## config.mk

```make
export PLATFORM = sky130hd
export DESIGN_NAME = negedge_tap_shifter
export DESIGN_NICKNAME = d
export VERILOG_FILES = /design/src/rtl/negedge_tap_shifter.sv
export SDC_FILE = /design/constraint.sdc
export NUM_CORES = 1
export LEC_CHECK = 0
export CELL_PAD_IN_SITES_DETAIL_PLACEMENT = 1
export CELL_PAD_IN_SITES_GLOBAL_PLACEMENT = 2
export CORE_MARGIN = 2
export CORE_UTILIZATION = 45
export DETAILED_ROUTE_END_ITERATION = 10
export PLACE_DENSITY = 0.78
export RECOVER_POWER = 50
export SYNTH_ARGS = -nofsm -noshare
export SYNTH_HDL_FRONTEND = slang
export SYNTH_SLANG_ARGS = --single-unit
```

## constraint.sdc

```tcl
create_clock -name CLK -period 7.65 [get_ports CLK]
set_clock_uncertainty 0.05 [all_clocks]
set_input_delay 1.9125 -clock CLK [delete_from_list [all_inputs] [get_ports CLK]]
set_output_delay 1.9125 -clock CLK [all_outputs]
set_load 0.1 [all_outputs]
```

## src/rtl/negedge_tap_shifter.sv

```systemverilog
// Addressable falling-edge shift register (SRL-style delay line) with a
// fill counter that tracks how many stages hold data written since CLEAR.
module negedge_tap_shifter #(
  parameter int WIDTH = 8,
  parameter int DEPTH = 16,
  parameter logic [WIDTH-1:0] INIT = '0,
  localparam int AW = (DEPTH > 1) ? $clog2(DEPTH) : 1,
  localparam int FW = $clog2(DEPTH + 1)
) (
  input  logic             CLK,
  input  logic             CLEAR,
  input  logic             CE,
  input  logic [WIDTH-1:0] D,
  input  logic [AW-1:0]    A,
  output logic [WIDTH-1:0] Q,
  output logic [WIDTH-1:0] Q_LAST,
  output logic [FW-1:0]    FILL,
  output logic             Q_VALID
);

  // Power-up contents come from INIT; CLEAR always returns stages to zero.
  logic [WIDTH-1:0] stage [DEPTH] = '{default: INIT};
  logic [FW-1:0]    fill_cnt = '0;

  // Handshake: none. CE is a plain qualifier sampled at each falling CLK edge;
  // an unknown CE falls into the hold branch, so FILL never goes to X.
  always_ff @(negedge CLK or posedge CLEAR) begin
    if (CLEAR) begin
      for (int i = 0; i < DEPTH; i++) stage[i] <= '0;
      fill_cnt <= '0;
    end else if (CE) begin
      stage[0] <= D;
      for (int i = 1; i < DEPTH; i++) stage[i] <= stage[i-1];
      if (32'(fill_cnt) < DEPTH) fill_cnt <= fill_cnt + FW'(1);
    end
  end

  // Addresses past the last stage read as zero rather than X.
  always_comb begin
    Q = '0;
    if (32'(A) < DEPTH) Q = stage[A];
  end

  assign Q_LAST  = stage[DEPTH-1];
  assign FILL    = fill_cnt;
  assign Q_VALID = 32'(A) < 32'(fill_cnt);

endmodule

```

==> results of run 1 <==
[cells in the final DEF, fill, tap and decap left out, types with 5 or more instances in the layout]
cell,count
a22oi_1,10
a22oi_2,6
buf_12,12
buf_4,22
clkbuf_16,17
clkbuf_8,7
clkdlybuf4s50_1,11
dfrtn_1,133
mux2_2,128
mux4_1,5
mux4_2,26
nand2_1,7
[metrics by stage]
step                area, um2  hold slack [ns]  setup WS (ns)  utilization, %
finish                   7240            0.425         0.0180            54.9
global route             7240            0.436        -0.0409            54.9
CTS                      7210            0.421        0.00304            54.7
detailed placement       6620            0.421          0.373            50.2
global placement         6620            0.411          0.403            50.2
floorplan                6070            0.399         -0.247               -
[area by class of cell]
type	count	area [um2]	area share, %
tap	176	220	3.04
multi-input combinational	207	2560	35.4
clock inverter	3	40.0	0.553
inverter	4	16.3	0.225
clock buffer	27	533	7.36
timing repair buffer	49	543	7.50
sequential	133	3330	45.9
[worst max-delay path: stages, from the launching register on]
cell and delay, ns:
dfrtn_1 0.42, inv_2 0.06, ha_4 0.25, a21o_1 0.12, a211oi_2 0.06, or3_4 0.38
buf_12 0.17
[worst max path at each step]
| stage | startpoint | to | slack, ns |
|---|---|---|---|
| 2_1_floorplan | FILL[1] | Q_VALID | -0.25 |
| 3_5_place_dp | FILL[1] | Q_VALID | 0.37 |
| 4_1_cts | FILL[2] | Q_VALID | 0.003 |
| 3_3_place_gp | FILL[1] | Q_VALID | 0.40 |
| 6_report | FILL[1] | Q_VALID | 0.02 |
| 5_1_grt | FILL[1] | Q_VALID | -0.04 |
[timing repair]
action / 4_1_cts / 5_1_grt
buffers inserted: 1 / 3
setup endpoints to repair: 3 / 6
resized for setup: 3 / 8
endpoints found under the hold margin: 0 / 0
pin swaps: 2 / 6
[kinds of logic after synthesis]
family	count (synthesis)
mux	160
flops	133
compound gates	20
fa+ha+maj	4
buf+inv	38
simple gates	20
xor+xnor	3
[report_power, final]
part	internal (mW)	leakage (nW)	switching [mW]	total (mW)
Sequential	1.00	1.59	0.204	1.21
Clock	0.503	0.285	0.280	0.782
Combinational	0.480	1.19	0.615	1.10
Total	1.99	3.07	1.10	3.08
[routing by layer]
layer | wire (um) | part of all wire [%] | GRT usage [%]
met5 | 0 | 0 | 0
met3 | 360 | 3.0 | 6.13
met1 | 5300 | 44 | 23.2
met4 | 107 | 0.90 | 5.07
met2 | 6150 | 52 | 30.1
[state kept, by name, indices dropped and copies added, names as in the netlist]
register / count
stage: 120
FILL: 5
Q_LAST: 8
==> impl_metrics.json, run 1 <==
{
  "drt_iter0_markers": 134,
  "vias": 3286,
  "antenna_found_initial": 0,
  "slew_viol_final": 0,
  "syn-cell-area_um2": 6050,
  "place_inst": 565,
  "grt_pass1_wl_mm": 19.6,
  "numCtsBuffers": 17,
  "yosysSeqAreaShare_pct": 55.0,
  "nets": 431,
  "synth-simple-area-share_pct": 1.53,
  "grt-ovfl-total": 0,
  "start_kind": "register",
  "cts_buffer_depth": 2,
  "syn_nets": 397,
  "clk_latency_ns": 0.39,
  "synth_cells": 378,
  "worstSetupPathType": "register to primary output",
  "leakagePower_nw": 3.07,
  "rsz0062_at_grt": "yes",
  "synth_top_area_cell": "dfrtn_1",
  "synth_top_family_by_area": "multiplexers",
  "crit_path_end_kind": "primary output",
  "cts.sinks": 133,
  "finalWirelength_mm": 11.9,
  "ios": 37,
  "finalHoldViolations": 0,
  "synth_edf_count": 0,
  "reg2reg_depth": 3,
  "port_buffers": 36,
  "status": "finished, final reports clean",
  "syn_to_final_growth_pct": 19.6,
  "synth_xor_area_share_pct": 0.434,
  "hp-start": "stage[9]",
  "fp.dieW_um": 120,
  "clkTransAtPathRegs_ns": 0.04,
  "start_util_pct": 45.9,
  "synth-warning-count": 0,
  "synth_ff_type": "dfrtn_1",
  "ys_seq_elements": 133,
  "drive_above_1_share_pct": 55.1,
  "worstMarginPinSlew_ns": 1.14,
  "fill_cells": 1215,
  "ir_worst_vdd_uv": 273,
  "critPathMaxFanout": 2,
  "gp_congestion": 0.718,
  "core_area_um2": 13200,
  "diodes": 0,
  "drc": 0,
  "grt_max_degree": 80,
  "cts_tree": "built",
  "grt_usage_pct": 18.3,
  "h-tree-depth": 4,
  "grt_pass1_vias": 3626,
  "synthTopCellsByCount": "133 x dfrtn_1, 128 x mux2_2, 26 x mux4_2",
  "ctsHoldBuffers": 0,
  "fp-row-count": 42,
  "cp.arrival_ns": 5.67,
  "cts-root-buf": "clkbuf_16",
  "power.density_nw_per_um2": 426,
  "chipHeight_um": 120,
  "yosysMostFrequentCell": "dfrtn_1",
  "synth_area_leaders": "dfrtn_1 55%, mux2_2 24%, mux4_2 9.7%",
  "antenna_left": 0,
  "synth_cell_type_count": 27,
  "drv_cap": 0,
  "synth.mux.area_fraction_pct": 36.1,
  "instances_no_fill": 599,
  "reg2reg_from": "FILL[4]",
  "crit_required_ns": 5.69,
  "drt-wirelength-per-cell_um": 19.9,
  "synthAdderAreaFrac_pct": 0.827,
  "syn_avg_cell_area_um2": 16.0,
  "drtPass1Iterations": 4,
  "min_delay_path_depth": 1,
  "dp_hpwl_mm": 7.31,
  "die_area_um2": 14400,
  "whs_endpoint": "Q_LAST[1]",
  "slew_headroom_pct": 23.6,
  "fin_setup_tns_ns": 0,
  "ys_async_sr_fraction_pct": 100,
  "totalPowerFinal_mw": 3.08,
  "r2r_setup_slack_ns": 6.43,
  "setup_viol": 0,
  "synth_compound_area_share_pct": 2.48,
  "worstHoldPathType": "register to register",
  "synth_top_area_share_pct": 55.0,
  "r2r_end": "FILL[3]",
  "via_per_inst": 5.49
}
(Power assumes the default switching activity.)
==> inputs of run 2 (changes only) <==
--- a/config.mk
+++ b/config.mk
@@ -11,7 +11,6 @@
 export CORE_UTILIZATION = 45
 export DETAILED_ROUTE_END_ITERATION = 10
 export PLACE_DENSITY = 0.78
-export RECOVER_POWER = 50
 export SYNTH_ARGS = -nofsm -noshare
 export SYNTH_HDL_FRONTEND = slang
 export SYNTH_SLANG_ARGS = --single-unit
==> run 2 against run 1 <==
Combinational power about the same. Register-to-register slack is essentially flat. Non-clock buffer count did not move. Total power barely moved. Global-route usage did not move. Flip-flop and latch count did not move. Sequential share of layout area is 0.19 points lower. Worst hold slack got worse by 0.0042 ns. Via count shrank 0.12%. Critical path type unchanged. Count of clock-buffer cells in the layout stayed put.
==> impl_metrics.json, run 2 (synthesized netlist as in run 1, its figures left out) <==
{
  "cts_buffer_depth": 2,
  "largest-register": "stage",
  "drt_iter0_markers": 137,
  "setup_viol": 0,
  "via_per_inst": 5.48,
  "drtPass1Iterations": 4,
  "drv_cap": 0,
  "grt_usage_pct": 18.3,
  "seq_area_um2": 3330,
  "nets": 431,
  "ios": 37,
  "crit_path_end_kind": "primary output",
  "fp.dieW_um": 120,
  "final_common_cell": "dfrtn_1",
  "crit_chain": "inv_2 > ha_4 > a21o_1 > a211oi_2 > or3_4 > buf_12",
  "grt_pass1_vias": 3626,
  "antenna_found_initial": 0,
  "grt_pass1_wl_mm": 19.6,
  "multi_input_area_um2": 2560,
  "port_buffers": 36,
  "fp-row-count": 42,
  "cp.arrival_ns": 5.67,
  "fill_cells": 1210,
  "finalHoldViolations": 0,
  "gp_congestion": 0.718,
  "core_area_um2": 13200,
  "slew_viol_final": 0,
  "start_kind": "register",
  "worstHoldPathType": "register to register",
  "critPathMaxFanout": 2,
  "status": "finished, final reports clean",
  "layout_common_cells": "133 x dfrtn_1, 128 x mux2_2, 26 x mux4_2",
  "clkTransAtPathRegs_ns": 0.04,
  "fin_util_pct": 55.1,
  "leakagePower_nw": 3.08,
  "hp-start": "stage[109]",
  "grt_max_degree": 80,
  "power.density_nw_per_um2": 424,
  "antenna_left": 0,
  "h-tree-depth": 4,
  "crit_family": "flip-flops",
  "numCtsBuffers": 17,
  "vias": 3282,
  "start_util_pct": 45.9,
  "ctsHoldBuffers": 0,
  "slowest_delay_ns": 0.42,
  "drt-wirelength-per-cell_um": 19.8,
  "fin_area_um2": 7270,
  "reg2reg_from": "FILL[4]",
  "largest_reg_flops": 120,
  "crit_buf_inv": 2,
  "finalWirelength_mm": 11.9,
  "ir_worst_vdd_uv": 273,
  "dpl_cell_area_um2": 6620,
  "cts.sinks": 133,
  "slew_headroom_pct": 24.2,
  "diodes": 0,
  "worstSetupStartpoint": "FILL[1]",
  "rsz0062_at_grt": "yes",
  "worstSetupPathType": "register to primary output",
  "die_area_um2": 14400,
  "chipHeight_um": 120,
  "drc": 0,
  "grt-ovfl-total": 0,
  "crit_path_top_delay_cell": "dfrtn_1",
  "cts-root-buf": "clkbuf_16",
  "worstMarginPinSlew_ns": 1.13,
  "cts_tree": "built",
  "syn_to_final_growth_pct": 20.1,
  "dp_hpwl_mm": 7.31,
  "crit_required_ns": 5.69,
  "drive_above_1_share_pct": 55.1,
  "clk_latency_ns": 0.40
}
## run 2: changes by cell type in the layout (fill, tap and decap cells not counted)
cell	before	now
clkinvlp_2	1	0
clkdlybuf4s50_1	11	12
clkbuf_2	1	0
clkbuf_4	1	0
clkinvlp_4	0	1
buf_12	12	14
dlygate4sd3_1	1	0
## run 2: where the power goes
| group | internal, mW | total (mW) | switching (mW) |
|---|---|---|---|
| clock | 0.503 | 0.782 | 0.279 |
| sequential | 1.00 | 1.21 | 0.203 |
| combinational | 0.482 | 1.10 | 0.615 |
| total | 1.99 | 3.08 | 1.10 |
## run 2: metrics by stage
stage	hold WS [ns]	power, mW	TNS [ns]	setup WS [ns]	instances
finish	0.421	3.08	0	0.0175	599
global route	0.436	3.24	-0.0649	-0.0409	599
CTS	0.421	3.10	0	0.00304	596
detailed placement	0.421	2.29	0	0.373	565
global placement	0.411	2.24	0	0.403	565
floorplan	0.399	2.01	-0.247	-0.247	378
## run 2: final cells by class
class	count	area share (%)
Clock buffer	27	7.33
Clock inverter	3	0.550
Inverter	4	0.258
Multi-Input combinational cell	207	35.2
Sequential cell	133	45.8
Tap cell	176	3.03
Timing Repair Buffer	49	7.84
## run 2: timing repair
item / in CTS / in global routing
setup buffers: 1 / 3
pin swaps: 2 / 6
hold endpoints to repair: 0 / 0
resized for setup: 3 / 8
setup endpoints to repair: 3 / 6
## run 2: final timing paths
path | cells after the start | endpoint | slack [ns]
min | 1 | stage[109] | 0.42
max | 6 | Q_VALID | 0.02
min reg2reg | 1 | stage[109] | 0.42
min in group asynchronous | 2 | stage[105] | 5.49
max reg2reg | 3 | FILL[3] | 6.43
max in group asynchronous | 3 | stage[86] | 1.32
## run 2: per-layer routing
metal	vias to the layer above	share of wire [%]	track usage, %
li1	1470	-	-
met1	1768	45	23.2
met2	32	52	30.1
met3	12	2.7	6.13
met4	0	0.88	5.07
met5	-	0	0
## run 2: worst reg2reg max path: cells and delay by family (launching register included)
| kind | cells | cell delay [ns] |
|---|---|---|
| and+or+nand+nor | 2 | 0.45 |
| xor gates and xnor gates | 1 | 0.17 |
| DFF | 1 | 0.39 |
==> inputs of run 3 (changes only) <==
==> constraint.sdc (replaced) <==
create_clock -name CLK -period 9.8 [get_ports CLK]
set_clock_uncertainty 0.05 [all_clocks]
set_input_delay 2.45 -clock CLK [delete_from_list [all_inputs] [get_ports CLK]]
set_output_delay 2.45 -clock CLK [all_outputs]
set_load 0.1 [all_outputs]
==> run 3 against run 2 <==
Via count down 0.94%. Non-clock buffer count down 8. Largest cell class unchanged. Routed wire length down 3.3%.
==> impl_metrics.json, run 3 (synthesized netlist as in run 1, its figures left out) <==
{
  "status": "finished, final reports clean",
  "rsz0062_at_grt": "no",
  "leakagePower_nw": 2.99,
  "fp-row-count": 42,
  "drt_iter0_markers": 161,
  "antenna_left": 0,
  "dpl_cell_area_um2": 6440,
  "clk_latency_ns": 0.39,
  "port_buffers": 36,
  "fin_setup_tns_ns": 0,
  "drv_cap": 0,
  "worstMarginPinSlew_ns": 0.930,
  "crit_required_ns": 7.30,
  "cts.sinks": 133,
  "largest_reg_flops": 120,
  "chipHeight_um": 120,
  "worstSetupPathType": "register to primary output",
  "critPathMaxFanout": 4,
  "slew_headroom_pct": 37.9,
  "vias": 3251,
  "drtPass1Iterations": 4,
  "clkTransAtPathRegs_ns": 0.04,
  "antenna_found_initial": 0,
  "layout_common_cells": "133 x dfrtn_1, 128 x mux2_2, 26 x mux4_2",
  "grt_pass1_vias": 3566,
  "h-tree-depth": 4,
  "r2r_setup_slack_ns": 8.64,
  "fin_area_um2": 7020,
  "grt-ovfl-total": 0,
  "setup_viol": 0,
  "dp_hpwl_mm": 6.82,
  "die_area_um2": 14400,
  "finalWirelength_mm": 11.5,
  "post_cts_buffers": 0,
  "seq_area_um2": 3330,
  "grt_usage_pct": 17.4,
  "finalHoldViolations": 0,
  "cts_resized": 0,
  "final_common_cell": "dfrtn_1",
  "grt_max_degree": 134,
  "cp.arrival_ns": 6.94,
  "cts_buffer_depth": 2,
  "start_util_pct": 45.9,
  "grt_pass1_wl_mm": 19.1,
  "ctsHoldBuffers": 0,
  "slowest_delay_ns": 0.49,
  "worstHoldPathType": "register to register",
  "drt-wirelength-per-cell_um": 19.3,
  "drive_above_1_share_pct": 50.8,
  "gp_congestion": 0.727,
  "syn_to_final_growth_pct": 16.0,
  "fp.dieW_um": 120,
  "start_kind": "register",
  "core_area_um2": 13200,
  "slew_viol_final": 0,
  "cts-root-buf": "clkbuf_16",
  "cts_tree": "built",
  "largest-register": "stage",
  "crit_path_top_delay_cell": "or3_2",
  "crit_chain": "inv_1 > ha_1 > a21o_1 > a211oi_1 > or3_2 > buf_12",
  "nets": 423,
  "crit_path_end_kind": "primary output",
  "ir_worst_vdd_uv": 201,
  "drc": 0,
  "via_per_inst": 5.48,
  "diodes": 0,
  "multi_input_area_um2": 2500,
  "power.density_nw_per_um2": 333,
  "numCtsBuffers": 17,
  "fill_cells": 1243,
  "ios": 37,
  "totalPowerFinal_mw": 2.34
}
-- run 3: worst paths after layout --
| kind | cells after the start | startpoint | endpoint |
|---|---|---|---|
| worst max register to register | 3 | FILL[4] | FILL[3] |
| worst max-delay path | 6 | FILL[1] | Q_VALID |
| worst min-delay path | 1 | FILL[3] | FILL[3] |
| max in group asynchronous | 3 | CLEAR | stage[123] |
| min in group asynchronous | 3 | CLEAR | stage[95] |
| worst min register to register | 1 | FILL[3] | FILL[3] |
-- run 3: final cells by class --
cell class,count,area share [%]
clock buffer,30,7.75
clock inverter,2,0.499
inverter,4,0.267
multi-input combinational,207,35.6
sequential,133,47.4
tap,176,3.14
timing repair buffer,41,5.31
-- run 3: stage by stage --
| step | hold WS, ns | utilization [%] | worst slack, ns | std cells |
|---|---|---|---|---|
| detailed placement | 0.420 | 48.9 | 0.772 | 561 |
| global placement | 0.407 | 48.9 | 0.818 | 561 |
| floorplan | 0.399 | - | 0.103 | 378 |
| finish | 0.411 | 53.2 | 0.360 | 593 |
| CTS | 0.415 | 53.2 | 0.349 | 593 |
| global route | 0.436 | 53.2 | 0.254 | 593 |
-- run 3: routing by layer --
layer | global-route usage, % | vias to the layer above | wire length, um
met2 | 28.9 | 49 | 5930
li1 | - | 1453 | -
met1 | 22.0 | 1735 | 5030
met4 | 5.22 | 0 | 148
met3 | 5.23 | 14 | 354
met5 | 0 | - | 0
-- run 3: power by group --
group	switching, mW	total [mW]	internal (mW)
clock	0.216	0.613	0.397
sequential	0.159	0.941	0.782
combinational	0.458	0.784	0.326
total	0.833	2.34	1.51
-- run 3: critical path: cells and delay by family (launching register included) --
kind            cells  cell delay [ns]
buf+inv             2             0.26
simple gates        1             0.49
fa+ha+maj           1             0.28
compound gates      2             0.17
flops               1             0.46
